File: src/rtl/const_load_seq.sv
// const_load_seq: expands one 64-bit constant load request into a short
// sequence of wide-move ops (MOVZ for the first slot, MOVK for the rest),
// one 16-bit halfword per op, in ascending slot order.
//
// Handshakes:
//   req:  a request is taken on any rising edge where req_valid and req_ready
//         are both high. req_ready is high only while idle.
//   mov:  an op is consumed on any rising edge where mov_valid is high and
//         mov_stall is low. While it is stalled, every mov_* output holds.
//
// Optional feature: define CONST_LOAD_SKIP_ZERO_EN to skip zero halfwords.
// Without it, every request issues all four slots.
// The FSM state is exposed on fsm_state for observation.
module const_load_seq #(
   parameter int RD_W = 5
) (
   input  logic            clk,
   input  logic            reset_n,
   input  logic            req_valid,
   output logic            req_ready,
   input  logic [63:0]     req_imm,
   input  logic [RD_W-1:0] req_rd,
   output logic            mov_valid,
   input  logic            mov_stall,
   output logic            mov_type,
   output logic [1:0]      mov_shamt,
   output logic [15:0]     mov_imm16,
   output logic [RD_W-1:0] mov_rd,
   output logic            busy,
   output logic            done,
   output logic [1:0]      fsm_state
);

   typedef enum logic [1:0] {
      IDLE  = 2'd0,
      ISSUE = 2'd1,
      FIN   = 2'd2
   } state_t;

   state_t          state;
   logic [63:0]     imm_q;
   logic [RD_W-1:0] rd_q;
   logic [3:0]      mask_q;    // slots still to issue after the current op
   logic [2:0]      op_cnt;    // ops issued for this request, stops at 4
   logic [3:0]      req_mask;
   logic [1:0]      acc_slot;
   logic [1:0]      nxt_slot;

   // Lowest set slot of a mask. An all-zero mask never reaches this.
   function automatic logic [1:0] low_slot(input logic [3:0] m);
      if (m[0])      return 2'd0;
      else if (m[1]) return 2'd1;
      else if (m[2]) return 2'd2;
      else           return 2'd3;
   endfunction

   // Halfword s of a 64-bit value.
   function automatic logic [15:0] halfword(input logic [63:0] v, input logic [1:0] s);
      logic [63:0] t;
      t = v >> {s, 4'h0};
      return t[15:0];
   endfunction

   // Issue mask derived from the incoming immediate. An empty mask falls back
   // to slot 0 so that a zero constant still gets its single MOVZ.
   always_comb begin
      req_mask = 4'b0000;
`ifdef CONST_LOAD_SKIP_ZERO_EN
      for (int s = 0; s < 4; s++) begin
         req_mask[s] = |req_imm[16*s +: 16];
      end
      if (req_mask == 4'b0000) begin
         req_mask = 4'b0001;
      end
`else
      req_mask = 4'b1111;
`endif
   end

   // Slot of the first op at accept and of the next op while issuing.
   always_comb begin
      acc_slot = low_slot(req_mask);
      nxt_slot = low_slot(mask_q);
   end

   // Sequencer FSM with registered op outputs.
   always_ff @(posedge clk) begin
      if (!reset_n) begin
         state     <= IDLE;
         imm_q     <= '0;
         rd_q      <= '0;
         mask_q    <= '0;
         op_cnt    <= '0;
         mov_valid <= 1'b0;
         mov_type  <= 1'b0;
         mov_shamt <= '0;
         mov_imm16 <= '0;
         mov_rd    <= '0;
         done      <= 1'b0;
      end else begin
         case (state)
            IDLE: begin
               done <= 1'b0;
               if (req_valid) begin
                  imm_q     <= req_imm;
                  rd_q      <= req_rd;
                  mask_q    <= req_mask & ~(4'b0001 << acc_slot);
                  op_cnt    <= 3'd1;
                  mov_valid <= 1'b1;
                  mov_type  <= 1'b1;
                  mov_shamt <= acc_slot;
                  mov_imm16 <= halfword(req_imm, acc_slot);
                  mov_rd    <= req_rd;
                  state     <= ISSUE;
               end
            end
            ISSUE: begin
               if (!mov_stall) begin
                  if (mask_q == 4'b0000 || op_cnt == 3'd4) begin
                     // Last op consumed: drop the op and pulse done.
                     mask_q    <= '0;
                     mov_valid <= 1'b0;
                     mov_type  <= 1'b0;
                     mov_shamt <= '0;
                     mov_imm16 <= '0;
                     mov_rd    <= '0;
                     done      <= 1'b1;
                     state     <= FIN;
                  end else begin
                     mask_q    <= mask_q & ~(4'b0001 << nxt_slot);
                     op_cnt    <= op_cnt + 3'd1;
                     mov_type  <= 1'b0;
                     mov_shamt <= nxt_slot;
                     mov_imm16 <= halfword(imm_q, nxt_slot);
                     mov_rd    <= rd_q;
                  end
               end
            end
            FIN: begin
               done  <= 1'b0;
               state <= IDLE;
            end
            default: begin
               mov_valid <= 1'b0;
               mov_type  <= 1'b0;
               mov_shamt <= '0;
               mov_imm16 <= '0;
               mov_rd    <= '0;
               done      <= 1'b0;
               state     <= IDLE;
            end
         endcase
      end
   end

   assign req_ready = (state == IDLE);
   assign busy      = (state != IDLE);
   assign fsm_state = state;

endmodule

File: config.mk
export PLATFORM = sky130hd
export DESIGN_NAME = const_load_seq
export DESIGN_NICKNAME = d
export VERILOG_FILES = /design/src/rtl/const_load_seq.sv
export SDC_FILE = /design/constraint.sdc
export NUM_CORES = 1
export LEC_CHECK = 0
export CORE_ASPECT_RATIO = 0.8
export CORE_MARGIN = 2
export CORE_UTILIZATION = 51
export CTS_BUF_LIST = sky130_fd_sc_hd__clkbuf_8
export DETAILED_ROUTE_END_ITERATION = 10
export HOLD_SLACK_MARGIN = 0.1
export PLACE_DENSITY = 0.82
export SETUP_SLACK_MARGIN = 0.05
export SLEW_MARGIN = 20
export SYNTH_ARGS = -nofsm -noshare
export SYNTH_HDL_FRONTEND = slang
export SYNTH_SLANG_ARGS = --single-unit
File: constraint.sdc
create_clock -name clk -period 2.6 [get_ports clk]
set_input_delay 0.26 -clock clk [delete_from_list [all_inputs] [get_ports clk]]
set_output_delay 0.26 -clock clk [all_outputs]
set_load 0.01 [all_outputs]
==> flow_metrics.py <==
metrics = {
    "clock_tree": {
        "path_clk_slew_ns": 0.10,
        "h-tree-depth": 3,
        "cts_sinks": 104,
        "numCtsBuffers": 9,
        "clk_latency_ns": 0.36,
        "cts_buffer_depth": 2,
        "tritoncts": "built",
        "post_cts_buffers": 0,
        "cts_hold_buf": 0,
        "post_cts_resized": 0,
        "root_buffer": "clkbuf_8",
    },
    "sta": {
        "finalCritPeriodShare": 0.849,
        "slew_headroom": 0.400,
        "worst_pin_slew_ns": 0.901,
        "rsz0062_at_grt": "no",
        "fmax_mhz": 453,
        "finClkSkew_ns": 0.0151,
        "post-route-min-period_ns": 2.21,
        "fin_tns_setup_ns": 0,
        "slew_violations": 0,
        "setup_viol_count_final": 0,
        "finalHoldViolations": 0,
    },
    "pwr": {
        "power_density_nw_per_um2": 604,
        "p_leak_uw": 0.00214,
        "irDropWorstVdd_mv": 0.338,
    },
    "placed_design": {
        "globalplace.congestion": 0.972,
        "place.detailed.hpwl_microns": 7190,
        "io_buffers": 102,
    },
    "cells_and_area": {
        "areaGrowthSynthToFinish_pct": 29.1,
        "layout_commonest_cell": "nand2_1",
        "final_cell_mix": "nand2_1 (156), dfxtp_1 (104), clkdlybuf4s50_1 (102)",
        "multi_input_area_sq_um": 2100,
        "fin_nets": 682,
        "fill_cells": 710,
        "drive_gt1_frac": 0.0833,
        "antennaDiodeCount": 0,
        "utilization": 0.669,
        "final-seq-area_sq_um": 2080,
    },
    "synth": {
        "synthXorXnorAreaFrac": 0,
        "syn_area_per_cell_sq_um": 8.31,
        "synth_flop_cell": "dfxtp_1",
        "yosysWarnings": 0,
        "async_reset_ff_frac": 0,
        "syn_nets": 600,
        "yosys-top-cells-area": "dfxtp_1 (48%), nand2_1 (13%), a21oi_1 (9.0%)",
        "synth-seq-cells": 104,
        "synthMuxAreaShare": 0.0803,
        "synth_edf_count": 0,
        "synth_fa_ha_area_frac": 0.00574,
        "synth_top_area_cell": "dfxtp_1",
        "ys_seq_area_frac": 0.477,
        "synth_simple_gate_area_frac": 0.213,
        "synth_area_sq_um": 4360,
        "synth_top_family_by_area": "simple AND/OR/NAND/NOR gates",
        "ys_types": 41,
        "synth_top_area_frac": 0.477,
        "synth_cells": 525,
        "synth_compound_area_frac": 0.180,
    },
    "routing": {
        "drtPass1Iterations": 4,
        "antenna_left": 0,
        "finalWirelength_microns": 10700,
        "viasPerCell": 5.42,
        "initialDrtViolationCount": 206,
        "drc": 0,
        "vias": 3923,
        "wire_per_inst_microns": 14.8,
    },
    "global_route": {
        "grt_pass1_wl_microns": 16900,
        "met3_usage": 0.0549,
        "grt_usage": 0.229,
        "grt_busiest_layer": "met2",
        "met2_usage": 0.399,
        "antenna_found_initial": 0,
        "gr-total-overflow": 0,
        "grt_max_degree": 73,
        "use_met1": 0.283,
        "grt_pass1_vias": 3724,
    },
    "run": {
        "max-cap-violations": 0,
    },
    "worst_hold_path": {
        "hp-start": "req_imm[21]",
        "hold_path_end": "imm_q[21]$_SDFFE_PN0P_",
        "hold_class": "in2reg",
        "hold_path_depth": 3,
    },
    "worst_setup_path": {
        "cp_max_fo": 21,
        "r2r_setup_slack_ns": 0.39,
        "timing.rr.start": "fsm_state[0]$_SDFFE_PN0P_",
        "crit_required_ns": 2.90,
        "timing.rr.end": "mov_imm16[10]$_SDFFE_PN0P_",
        "end_kind": "register",
        "reg2reg_depth": 4,
        "arrival_ns": 2.51,
        "start_kind": "register",
        "crit_type": "reg2reg",
    },
    "die": {
        "coreArea_sq_um": 8410,
        "die_h_microns": 86.7,
        "ioPinCount": 103,
        "die_x_microns": 107,
        "initial_core_util": 0.519,
        "floorplan.die_area_sq_um": 9310,
        "row_count": 30,
    },
    "run_status": {
        "outcome": "finished, final reports clean",
    },
}
[report_power, final]
group / total, uW / internal, uW / switching, uW / leakage, uW
combinational: 667 / 338 / 329 / 0.00119
clock: 941 / 398 / 543 / 0.0000951
sequential: 1790 / 1710 / 77.9 / 0.000854
[worst max-delay path by stage]
stage / from / to / slack (ns) / cells past startpoint
floorplan: op_cnt[0]$_SDFFE_PN0P_ / mov_shamt[0]$_SDFFE_PN0P_ / 0.70 / 7
finish: fsm_state[0]$_SDFFE_PN0P_ / mov_imm16[10]$_SDFFE_PN0P_ / 0.39 / 4
global route: fsm_state[0]$_SDFFE_PN0P_ / mov_imm16[2]$_SDFFE_PN0P_ / 0.24 / 4
CTS: fsm_state[0]$_SDFFE_PN0P_ / mov_imm16[10]$_SDFFE_PN0P_ / 0.44 / 4
global placement: mov_stall / mov_imm16[8]$_SDFFE_PN0P_ / 0.35 / 5
detailed placement: mov_stall / mov_imm16[14]$_SDFFE_PN0P_ / 0.22 / 5
[routing by layer]
metal  wire length, microns  part of all wire
met1                   4710              0.44
met2                   5240              0.49
met3                    579             0.054
met4                    161             0.015
met5                      0                 0
[area by class of cell]
type	instances	share of cell area
multi-input cells	376	0.373
flip-flops and latches	104	0.370
well taps	112	0.0249
repair buffers	112	0.197
inverters	4	0.00267
clock buffers	11	0.0269
clock inverters	5	0.00556
[through the flow]
| step | hold WS, ns | cells | instance area, sq um | setup slack [ns] | power [uW] |
|---|---|---|---|---|---|
| final | 0.436 | 724 | 5630 | 0.393 | 3400 |
| after floorplan | 0.393 | 525 | 4360 | 0.696 | 2190 |
| after CTS | 0.429 | 724 | 5630 | 0.438 | 3410 |
| after global placement | 0.438 | 708 | 5450 | 0.348 | 2470 |
| after global routing | 0.434 | 724 | 5630 | 0.240 | 3540 |
| after detailed placement | 0.446 | 708 | 5450 | 0.222 | 2490 |
[cells in the mapped netlist, types with 2 or more instances]
cell,number
ha_1,2
mux2_2,16
nand2b_1,2
nor2b_1,4
or4_1,2
a221o_1,21
inv_1,3
buf_2,8
a31oi_1,2
a21oi_1,78
o21ai_0,22
mux2i_1,17
and2_1,22
nor2_1,9
buf_1,2
nand2_1,156
clkbuf_1,29
nor3_1,4
dfxtp_1,104
[logic make-up after synthesis]
| logic type | Yosys count |
|---|---|
| adders and majority gates | 2 |
| DFF | 104 |
| buffers and inverters | 45 |
| and+or+nand+nor | 211 |
| AOI/OAI and AO/OA | 130 |
| muxes | 33 |
[state kept, by name, summed over array words and instances, names as in the netlist, 2 cells and up]
signal / count
mov_rd: 5
mov_shamt: 2
rd_q: 5
mask_q: 4
mov_imm16: 16
fsm_state: 2
imm_q: 64
op_cnt: 3
[worst max-delay path: stages, from the launching register on]
cell	delay, ns
dfxtp_1	0.63
nor3b_4	0.08
a21oi_1	0.35
and2_1	0.79
a221o_1	0.29
Note: power is estimated with default switching activity, not from simulation.
